<file path="src/rtl/alu_pkg.sv">
// alu_pkg: opcode enums, irq FSM states, trigger constants, command/result structs and op helpers.
package alu_pkg;

  typedef enum logic [1:0] {
    OP_A_AND  = 2'b00,
    OP_A_NAND = 2'b01,
    OP_A_OR   = 2'b10,
    OP_A_XOR  = 2'b11
  } operation_a;

  typedef enum logic [1:0] {
    OP_B_XNOR = 2'b00,
    OP_B_AND  = 2'b01,
    OP_B_NOR  = 2'b10,
    OP_B_OR   = 2'b11
  } operation_b;

  typedef enum logic {
    IRQ_IDLE = 1'b0,
    IRQ_PEND = 1'b1
  } irq_state_e;

  localparam logic [7:0] TRIG_A_AND  = 8'hFF;
  localparam logic [7:0] TRIG_A_NAND = 8'h00;
  localparam logic [7:0] TRIG_A_OR   = 8'hF8;
  localparam logic [7:0] TRIG_B_XNOR = 8'hF1;
  localparam logic [7:0] TRIG_B_AND  = 8'hF4;
  localparam logic [7:0] TRIG_B_NOR  = 8'hF5;
  localparam logic [7:0] ALU_ERR_OUT = 8'hFF;

  typedef struct packed {
    logic       enable;
    logic       enable_a;
    logic       enable_b;
    operation_a op_a;
    operation_b op_b;
    logic [7:0] in_a;
    logic [7:0] in_b;
  } alu_cmd_t;

  typedef struct packed {
    logic       accept;
    logic [7:0] result;
    logic       trigger;
  } alu_res_t;

  function automatic logic [7:0] calc_a(operation_a op, logic [7:0] a, logic [7:0] b);
    unique case (op)
      OP_A_AND:  calc_a = a & b;
      OP_A_NAND: calc_a = ~(a & b);
      OP_A_OR:   calc_a = a | b;
      OP_A_XOR:  calc_a = a ^ b;
    endcase
  endfunction

  function automatic logic [7:0] calc_b(operation_b op, logic [7:0] a, logic [7:0] b);
    unique case (op)
      OP_B_XNOR: calc_b = ~(a ^ b);
      OP_B_AND:  calc_b = a & b;
      OP_B_NOR:  calc_b = ~(a | b);
      OP_B_OR:   calc_b = a | b;
    endcase
  endfunction

  // XOR (mode A) and OR (mode B) have no trigger value
  function automatic logic trig_a(operation_a op, logic [7:0] r);
    unique case (op)
      OP_A_AND:  trig_a = (r == TRIG_A_AND);
      OP_A_NAND: trig_a = (r == TRIG_A_NAND);
      OP_A_OR:   trig_a = (r == TRIG_A_OR);
      OP_A_XOR:  trig_a = 1'b0;
    endcase
  endfunction

  function automatic logic trig_b(operation_b op, logic [7:0] r);
    unique case (op)
      OP_B_XNOR: trig_b = (r == TRIG_B_XNOR);
      OP_B_AND:  trig_b = (r == TRIG_B_AND);
      OP_B_NOR:  trig_b = (r == TRIG_B_NOR);
      OP_B_OR:   trig_b = 1'b0;
    endcase
  endfunction

endpackage

</file>
<file path="src/rtl/alu_if.sv">
// alu_if: ALU command bus; master drives commands and irq clear, slave returns result and irq.
interface alu_if;
  import alu_pkg::*;

  logic       alu_enable;
  logic       alu_enable_a;
  logic       alu_enable_b;
  operation_a alu_op_a;
  operation_b alu_op_b;
  logic [7:0] alu_in_a;
  logic [7:0] alu_in_b;
  logic       alu_irq_clr;
  logic       alu_irq;
  logic [7:0] alu_out;

  modport master (
    output alu_enable, alu_enable_a, alu_enable_b, alu_op_a, alu_op_b,
    output alu_in_a, alu_in_b, alu_irq_clr,
    input  alu_irq, alu_out
  );

  modport slave (
    input  alu_enable, alu_enable_a, alu_enable_b, alu_op_a, alu_op_b,
    input  alu_in_a, alu_in_b, alu_irq_clr,
    output alu_irq, alu_out
  );

endinterface

</file>
<file path="src/rtl/alu_op_unit.sv">
// alu_op_unit: combinational decode of one command into result, accept and trigger; zero latency, no backpressure.
// With ALU_ILLEGAL_IRQ_EN defined, both selects high is accepted as an error result that triggers.
module alu_op_unit
  import alu_pkg::*;
(
  input  alu_cmd_t cmd,
  output alu_res_t res
);

  always_comb begin
    res = '0;
    if (cmd.enable && cmd.enable_a && !cmd.enable_b) begin
      res.accept  = 1'b1;
      res.result  = calc_a(cmd.op_a, cmd.in_a, cmd.in_b);
      res.trigger = trig_a(cmd.op_a, calc_a(cmd.op_a, cmd.in_a, cmd.in_b));
    end else if (cmd.enable && cmd.enable_b && !cmd.enable_a) begin
      res.accept  = 1'b1;
      res.result  = calc_b(cmd.op_b, cmd.in_a, cmd.in_b);
      res.trigger = trig_b(cmd.op_b, calc_b(cmd.op_b, cmd.in_a, cmd.in_b));
    end
`ifdef ALU_ILLEGAL_IRQ_EN
    else if (cmd.enable && cmd.enable_a && cmd.enable_b) begin
      res.accept  = 1'b1;
      res.result  = ALU_ERR_OUT;
      res.trigger = 1'b1;
    end
`endif
  end

endmodule

</file>
<file path="src/rtl/alu_core.sv">
// alu_core: ALU responder with registered result and sticky irq; latency 1 cycle, no backpressure (a command every cycle).
// Build option ALU_ILLEGAL_IRQ_EN turns an illegal dual-select command into an error result plus irq.
module alu_core
  import alu_pkg::*;
#(
  parameter bit OUT_HOLD     = 1'b1,
  parameter bit IRQ_CLR_WINS = 1'b0
) (
  input  logic  clk,
  input  logic  rst_n,
  alu_if.slave  bus
);

  alu_cmd_t   cmd;
  alu_res_t   res;
  logic [7:0] out_q;
  logic       trig;
  irq_state_e irq_state;
  irq_state_e irq_next;

  assign cmd = '{
    enable:   bus.alu_enable,
    enable_a: bus.alu_enable_a,
    enable_b: bus.alu_enable_b,
    op_a:     bus.alu_op_a,
    op_b:     bus.alu_op_b,
    in_a:     bus.alu_in_a,
    in_b:     bus.alu_in_b
  };

  alu_op_unit u_op_unit (
    .cmd (cmd),
    .res (res)
  );

  assign trig = res.accept && res.trigger;

  always_ff @(posedge clk) begin
    if (!rst_n) begin
      out_q <= 8'h00;
    end else if (res.accept) begin
      out_q <= res.result;
    end else if (!OUT_HOLD) begin
      out_q <= 8'h00;
    end
  end

  always_ff @(posedge clk) begin
    if (!rst_n) begin
      irq_state <= IRQ_IDLE;
    end else begin
      irq_state <= irq_next;
    end
  end

  // A clear and a trigger in the same cycle resolve by IRQ_CLR_WINS in either state
  always_comb begin
    irq_next = irq_state;
    unique case (irq_state)
      IRQ_IDLE: begin
        if (trig && !(bus.alu_irq_clr && IRQ_CLR_WINS)) begin
          irq_next = IRQ_PEND;
        end
      end
      IRQ_PEND: begin
        if (bus.alu_irq_clr && !(trig && !IRQ_CLR_WINS)) begin
          irq_next = IRQ_IDLE;
        end
      end
    endcase
  end

  assign bus.alu_out = out_q;
  assign bus.alu_irq = (irq_state == IRQ_PEND);

endmodule
</file>
<file path="src/flat_wrapper.sv">
// flat-port wrapper written by rule: the top's interface ports become plain ports
module alu_core_flat import alu_pkg::*;
#(
  parameter bit OUT_HOLD     = 1'b1,
  parameter bit IRQ_CLR_WINS = 1'b0
)
  (clk, rst_n, bus_alu_enable, bus_alu_enable_a, bus_alu_enable_b, bus_alu_op_a, bus_alu_op_b, bus_alu_in_a, bus_alu_in_b, bus_alu_irq_clr, bus_alu_irq, bus_alu_out);
  alu_if bus_i ();
  input  logic clk;
  input  logic rst_n;
  input wire logic [$bits(bus_i.alu_enable)-1:0] bus_alu_enable;
  input wire logic [$bits(bus_i.alu_enable_a)-1:0] bus_alu_enable_a;
  input wire logic [$bits(bus_i.alu_enable_b)-1:0] bus_alu_enable_b;
  input wire logic [$bits(bus_i.alu_op_a)-1:0] bus_alu_op_a;
  input wire logic [$bits(bus_i.alu_op_b)-1:0] bus_alu_op_b;
  input wire logic [$bits(bus_i.alu_in_a)-1:0] bus_alu_in_a;
  input wire logic [$bits(bus_i.alu_in_b)-1:0] bus_alu_in_b;
  input wire logic [$bits(bus_i.alu_irq_clr)-1:0] bus_alu_irq_clr;
  output wire logic [$bits(bus_i.alu_irq)-1:0] bus_alu_irq;
  output wire logic [$bits(bus_i.alu_out)-1:0] bus_alu_out;
  assign bus_i.alu_enable = bus_alu_enable;
  assign bus_i.alu_enable_a = bus_alu_enable_a;
  assign bus_i.alu_enable_b = bus_alu_enable_b;
  assign bus_i.alu_op_a = bus_alu_op_a;
  assign bus_i.alu_op_b = bus_alu_op_b;
  assign bus_i.alu_in_a = bus_alu_in_a;
  assign bus_i.alu_in_b = bus_alu_in_b;
  assign bus_i.alu_irq_clr = bus_alu_irq_clr;
  assign bus_alu_irq = bus_i.alu_irq;
  assign bus_alu_out = bus_i.alu_out;
  alu_core #(.OUT_HOLD(OUT_HOLD), .IRQ_CLR_WINS(IRQ_CLR_WINS)) u_core (.clk(clk), .rst_n(rst_n), .bus(bus_i));
endmodule
</file>
<file path="config.mk">
export PLATFORM = sky130hd
export DESIGN_NAME = alu_core_flat
export DESIGN_NICKNAME = d
export VERILOG_FILES = /design/src/rtl/alu_pkg.sv /design/src/rtl/alu_if.sv /design/src/rtl/alu_op_unit.sv /design/src/rtl/alu_core.sv /design/src/flat_wrapper.sv
export SDC_FILE = /design/constraint.sdc
export NUM_CORES = 1
export LEC_CHECK = 0
export ABC_AREA = 0
export BUFFER_PORTS_ARGS = -buffer_cell sky130_fd_sc_hd__buf_2
export CAP_MARGIN = 0
export CORE_MARGIN = 3
export CORE_UTILIZATION = 44
export CTS_CLUSTER_SIZE = 25
export DETAILED_ROUTE_END_ITERATION = 10
export PLACE_DENSITY = 0.76
export SETUP_SLACK_MARGIN = 0.5
export SYNTH_ARGS = -nofsm -noshare
export SYNTH_HDL_FRONTEND = slang
export SYNTH_HIERARCHICAL = 1
export SYNTH_SLANG_ARGS = --single-unit
</file>
<file path="constraint.sdc">
create_clock -name clk -period 2.98 [get_ports clk]
set_input_delay 0.447 -clock clk [delete_from_list [all_inputs] [get_ports clk]]
set_output_delay 0.447 -clock clk [all_outputs]
set_load 0.02 [all_outputs]
</file>
# Word-level counts from Yosys, hierarchy flattened
# Cells that the tools add are included.
[classes] n_addsub=0 multipliers=0 n_div=0 magnitude_cmp=0 eq_ne=11 n_shift=0 n_mux=12 bitwise_logic=7 n_reduce_logical=12
[ops] op="8-bit one-hot mux with 4 select lines" n=2
[ops] op="8-bit == test (second input constant)" n=5
[ops] op="8-bit 2-to-1 mux" n=3
[ops] op="8-bit inverter" n=3
[ops] op="10-bit 2-to-1 mux" n=2
[ops] op="8-bit bitwise AND" n=1
[ops] op="2-bit == test (second input constant)" n=4
[ops] op="8-bit zero test" n=1
[ops] op="8-bit bitwise OR" n=1
[ops] op="1-bit one-hot mux with 4 select lines" n=2
[ops] op="8-bit bitwise XOR" n=1
[ops] op="1-bit logical AND" n=6
[ops] op="2-bit by 1-bit == test with 1-bit output (second input constant)" n=2
[ops] op="2-bit zero test" n=2
[ops] op="1-bit zero test" n=3
[ops] op="1-bit 2-to-1 mux" n=2
[ops] op="1-bit one-hot mux with 2 select lines" n=1
[ops] op="1-bit inverter" n=1
[totals] register_bits=9 latchBits=0 ram_bits=0 rom_bits=0 in_bits=26 output_inout_bits=9 word_cells=44 n_memories=0

# Logic depth before layout (Yosys ltp)
[depth] word_depth=14 depth_mapped=11

# Hierarchy
# The synthesis kept the hierarchy.
[modules_own_cells] module="alu_op_unit" n_inst=1 cells_per_inst=162 area_per_inst_um2=1094.8 seq_area_each_um2=0.0
[modules_own_cells] module="alu_core" n_inst=1 cells_per_inst=29 area_per_inst_um2=339.1 seq_area_each_um2=180.2

# Worst setup path before layout
# OpenSTA, ideal clock, no wires.
[synth_timing] path_type="input-to-reg" from="input port bus_alu_op_b[0]" to="register u_core.irq_state, in the netlist u_core/bus.alu_irq" setup_ns=0.070 t_arrival_ns=2.163 required_ns=2.910 slack_ns=0.747 path_stages=9 n_path_buf=0 path_cell_list="inv_1 > ha_1 > mux2_1 > a211oi_1 > or4b_1 > or4_1 > o311ai_1 > nand2_1 > a21boi_1"
[synth_lines] item="start: declaration" line_no="flat_wrapper.sv:15" source="input wire logic [$bits(bus_i.alu_op_b)-1:0] bus_alu_op_b;"
[synth_lines] item="end signal: assignment" line_no="alu_core.sv:52" source="irq_state <= irq_next;"
[synth_lines] item="end: declaration" line_no="alu_core.sv:18" source="irq_state_e irq_state;"

==> impl_metrics.py <==
metrics = {
    "layout": {
        "multi_input_area_mm2": 0.00113,
        "num-fill-cells": 323,
        "syn2layout_area_growth_pct": 15.6,
        "final-seq-area_um2": 180,
        "final_cells": 267,
        "drive_gt1_share_pct": 20.6,
        "nets": 272,
        "antenna_cells": 0,
        "fin_util_pct": 53.9,
    },
    "synthesis": {
        "yosysSeqAreaShare_pct": 12.6,
        "synth_nets": 239,
        "synthCells": 191,
        "synthAdderAreaFrac_pct": 19.2,
        "synth_most_common_cell": "ha_1",
        "synth_top_area_share_pct": 19.2,
        "synth_top_cell_by_area": "ha_1",
        "synth_area_per_cell_um2": 7.51,
        "ys_ff_latch": 9,
        "async_flop_share_pct": 0,
        "synth-edff-count": 0,
        "ys_top_cells_by_area": "ha_1 (19%), dfxtp_1 (13%), mux2i_1 (7.7%)",
        "synthTopCellsByCount": "ha_1 (22), inv_1 (19), nand2_1 (17), nand2b_1 (17), nor2b_1 (15)",
        "synthXorXnorAreaFrac_pct": 0.611,
        "synthDistinctLibCells": 41,
        "synth_top_family_by_area": "simple AND/OR/NAND/NOR gates",
        "ys_dominant_reg_cell": "dfxtp_1",
        "synth_simple_gate_area_share_pct": 25.4,
        "syn_area_mm2": 0.00143,
        "ys_warn_count": 6,
        "synth-compound-area-share_pct": 24.2,
        "synth_mux_area_share_pct": 9.25,
    },
    "sta": {
        "worst_clock_skew_ps": 0,
        "setup_viol_count_final": 0,
        "fin_hold_ws_ps": 461,
        "period_needed_ps": 2310,
        "slew_viol_final": 0,
        "rsz0062_at_grt": "no",
        "timing.fmax_mhz": 433,
        "finalCritPeriodShare_pct": 77.5,
        "max_slew.worst_pin.slew_ps": 340,
        "relSlewSlack_pct": 77.3,
        "tns_ps": 0,
        "finalHoldViolations": 0,
    },
    "hold_path": {
        "hold_path.class": "in2reg",
        "whs_endpoint": "u_core/bus.alu_irq",
        "worstHoldStart": "bus_alu_irq_clr",
        "hold_depth": 3,
    },
    "floorplanning": {
        "dieArea_mm2": 0.00398,
        "die_h_um": 63.1,
        "ios": 35,
        "fp-row-count": 20,
        "dieWidth_um": 63.1,
        "initial_core_util_pct": 46.6,
        "core_mm2": 0.00308,
    },
    "critical_path": {
        "critPathTopFamily": "simple AND/OR/NAND/NOR gates",
        "critical_path.cell_chain": "buf_2, inv_1, ha_1, mux2_1, a211oi_1, or4b_1, or4_1, o311ai_1, nand2_1, a21boi_1",
        "cp_num_buf_inv": 2,
        "worst_ep_arrival_time_ps": 2500,
        "cp_slowest_cell": "or4b_1",
        "crit_path_end_kind": "flip-flop",
        "cp-start-kind": "primary input",
        "worstSetupPathType": "in2reg",
        "critical_path_required_ps": 3170,
        "r2r_cells": 2,
        "cp_slowest_stage_delay_ps": 500,
        "critPathMaxFanout": 6,
        "r2r_start": "u_core/bus.alu_out[1]",
        "reg2reg_slack_ps": 2340,
        "r2r_end": "u_core/bus.alu_out[1]",
    },
    "cts": {
        "insertion_delay_ps": 250,
        "cts_tree": "done",
        "cts.path.max_buffers": 2,
        "path_clk_slew_ps": 50,
        "clock-sinks": 9,
        "root_buffer": "clkbuf_4",
        "post_cts_buffers": 0,
        "h-tree-depth": 1,
        "cts_buffers": 3,
    },
    "global_route": {
        "grt_pass1_wl_mm": 5.44,
        "grt_start_max_net_pins": 21,
        "grt_pass1_vias": 1258,
        "grt_usage_pct": 16.7,
        "gr-total-overflow": 0,
        "antenna_found_initial": 0,
    },
    "run_status": {
        "outcome": "complete, no violations",
    },
    "route": {
        "viasPerCell": 5.33,
        "dr.pass1.iters": 4,
        "vias": 1422,
        "wl_per_cell_um": 12.3,
        "drc": 0,
        "drt_iter0_drc": 69,
        "ant_nets": 0,
        "totalWireLength_mm": 3.28,
    },
    "power_and_ir_drop": {
        "finalPower_w": 0.000396,
        "leakage_nw": 0.774,
        "powerDensity_mw_per_mm2": 239,
        "vdd.ir_drop.worst_uv": 152,
    },
    "place": {
        "dp_hpwl_mm": 2.62,
        "dp.cells": 263,
        "port_buffers": 34,
        "place_congestion": 0.919,
    },
    "job": {
        "drv_cap": 0,
    },
}
cell families (layout without fill, tap and decap cells):
| kind of cell | Yosys count | in the layout |
|---|---|---|
| AO/OA/AOI/OAI | 52 | 52 |
| XOR/XNOR | 1 | 1 |
| adder cells (fa/ha/maj) | 22 | 22 |
| buffers and inverters | 28 | 60 |
| flip-flops | 9 | 9 |
| multiplexers | 13 | 13 |
| AND/OR/NAND/NOR | 66 | 66 |
per-stage QoR:
step	instance area [µm²]	setup WS [ps]
finish	1660	670
global route	1660	489
CTS	1650	659
detailed placement	1630	409
global placement	1630	451
floorplan	1430	747
per-layer routing:
layer	track usage [%]	wire, µm
met5	0	0
met2	28.5	1570
met1	21.2	1500
met4	4.41	36
met3	3.57	177
power breakdown:
part	internal [W]	switching (W)	leakage [nW]
registers	0.000123	0.00000100	0.0727
clock network	0.0000515	0.0000402	0.0150
logic	0.0000814	0.0000991	0.687
total	0.000255	0.000140	0.774
worst max path at each step:
stage	start	end	depth (start not counted)
detailed placement	bus_alu_op_b[0]	u_core/bus.alu_irq	11
floorplan	bus_alu_op_b[0]	u_core/bus.alu_irq	9
global placement	bus_alu_op_b[0]	u_core/bus.alu_irq	11
finish	bus_alu_op_b[0]	u_core/bus.alu_irq	10
global route	bus_alu_op_b[0]	u_core/bus.alu_irq	10
CTS	bus_alu_op_b[0]	u_core/bus.alu_irq	11
placed cells by master, fill, tap and decap left out, drive strengths merged, types with 4 or more instances in the layout:
cell	Yosys	layout
mux2i	11	11
o21ai	10	10
buf	7	37
nor2	6	6
nand2b	17	17
a211oi	8	8
ha	22	22
nor2b	15	15
clkbuf	2	4
a22oi	4	4
inv	19	19
nand2	17	17
a21oi	13	13
dfxtp	9	9
worst min-delay path: stages:
cell and delay [ps]:
buf_2 70, nand2b_1 100, a21boi_1 50
registers in the layout, indices dropped and copies added (netlist names):
name,flops
u_core/bus.alu_irq,1
u_core/bus.alu_out,8
final cells by class:
class	instances	share of cell area [%]
clock buffer	4	1.58
inverter	19	4.30
multi-input combinational	154	68.3
sequential	9	10.9
tap	44	3.32
timing repair buffer	37	11.6
repair_timing:
item | 4_1_cts | 5_1_grt
resized for setup | 0 | 2
setup endpoints to repair | 0 | 1
hold buffers | 0 | 0
Note: power is estimated with default switching activity, not from simulation.
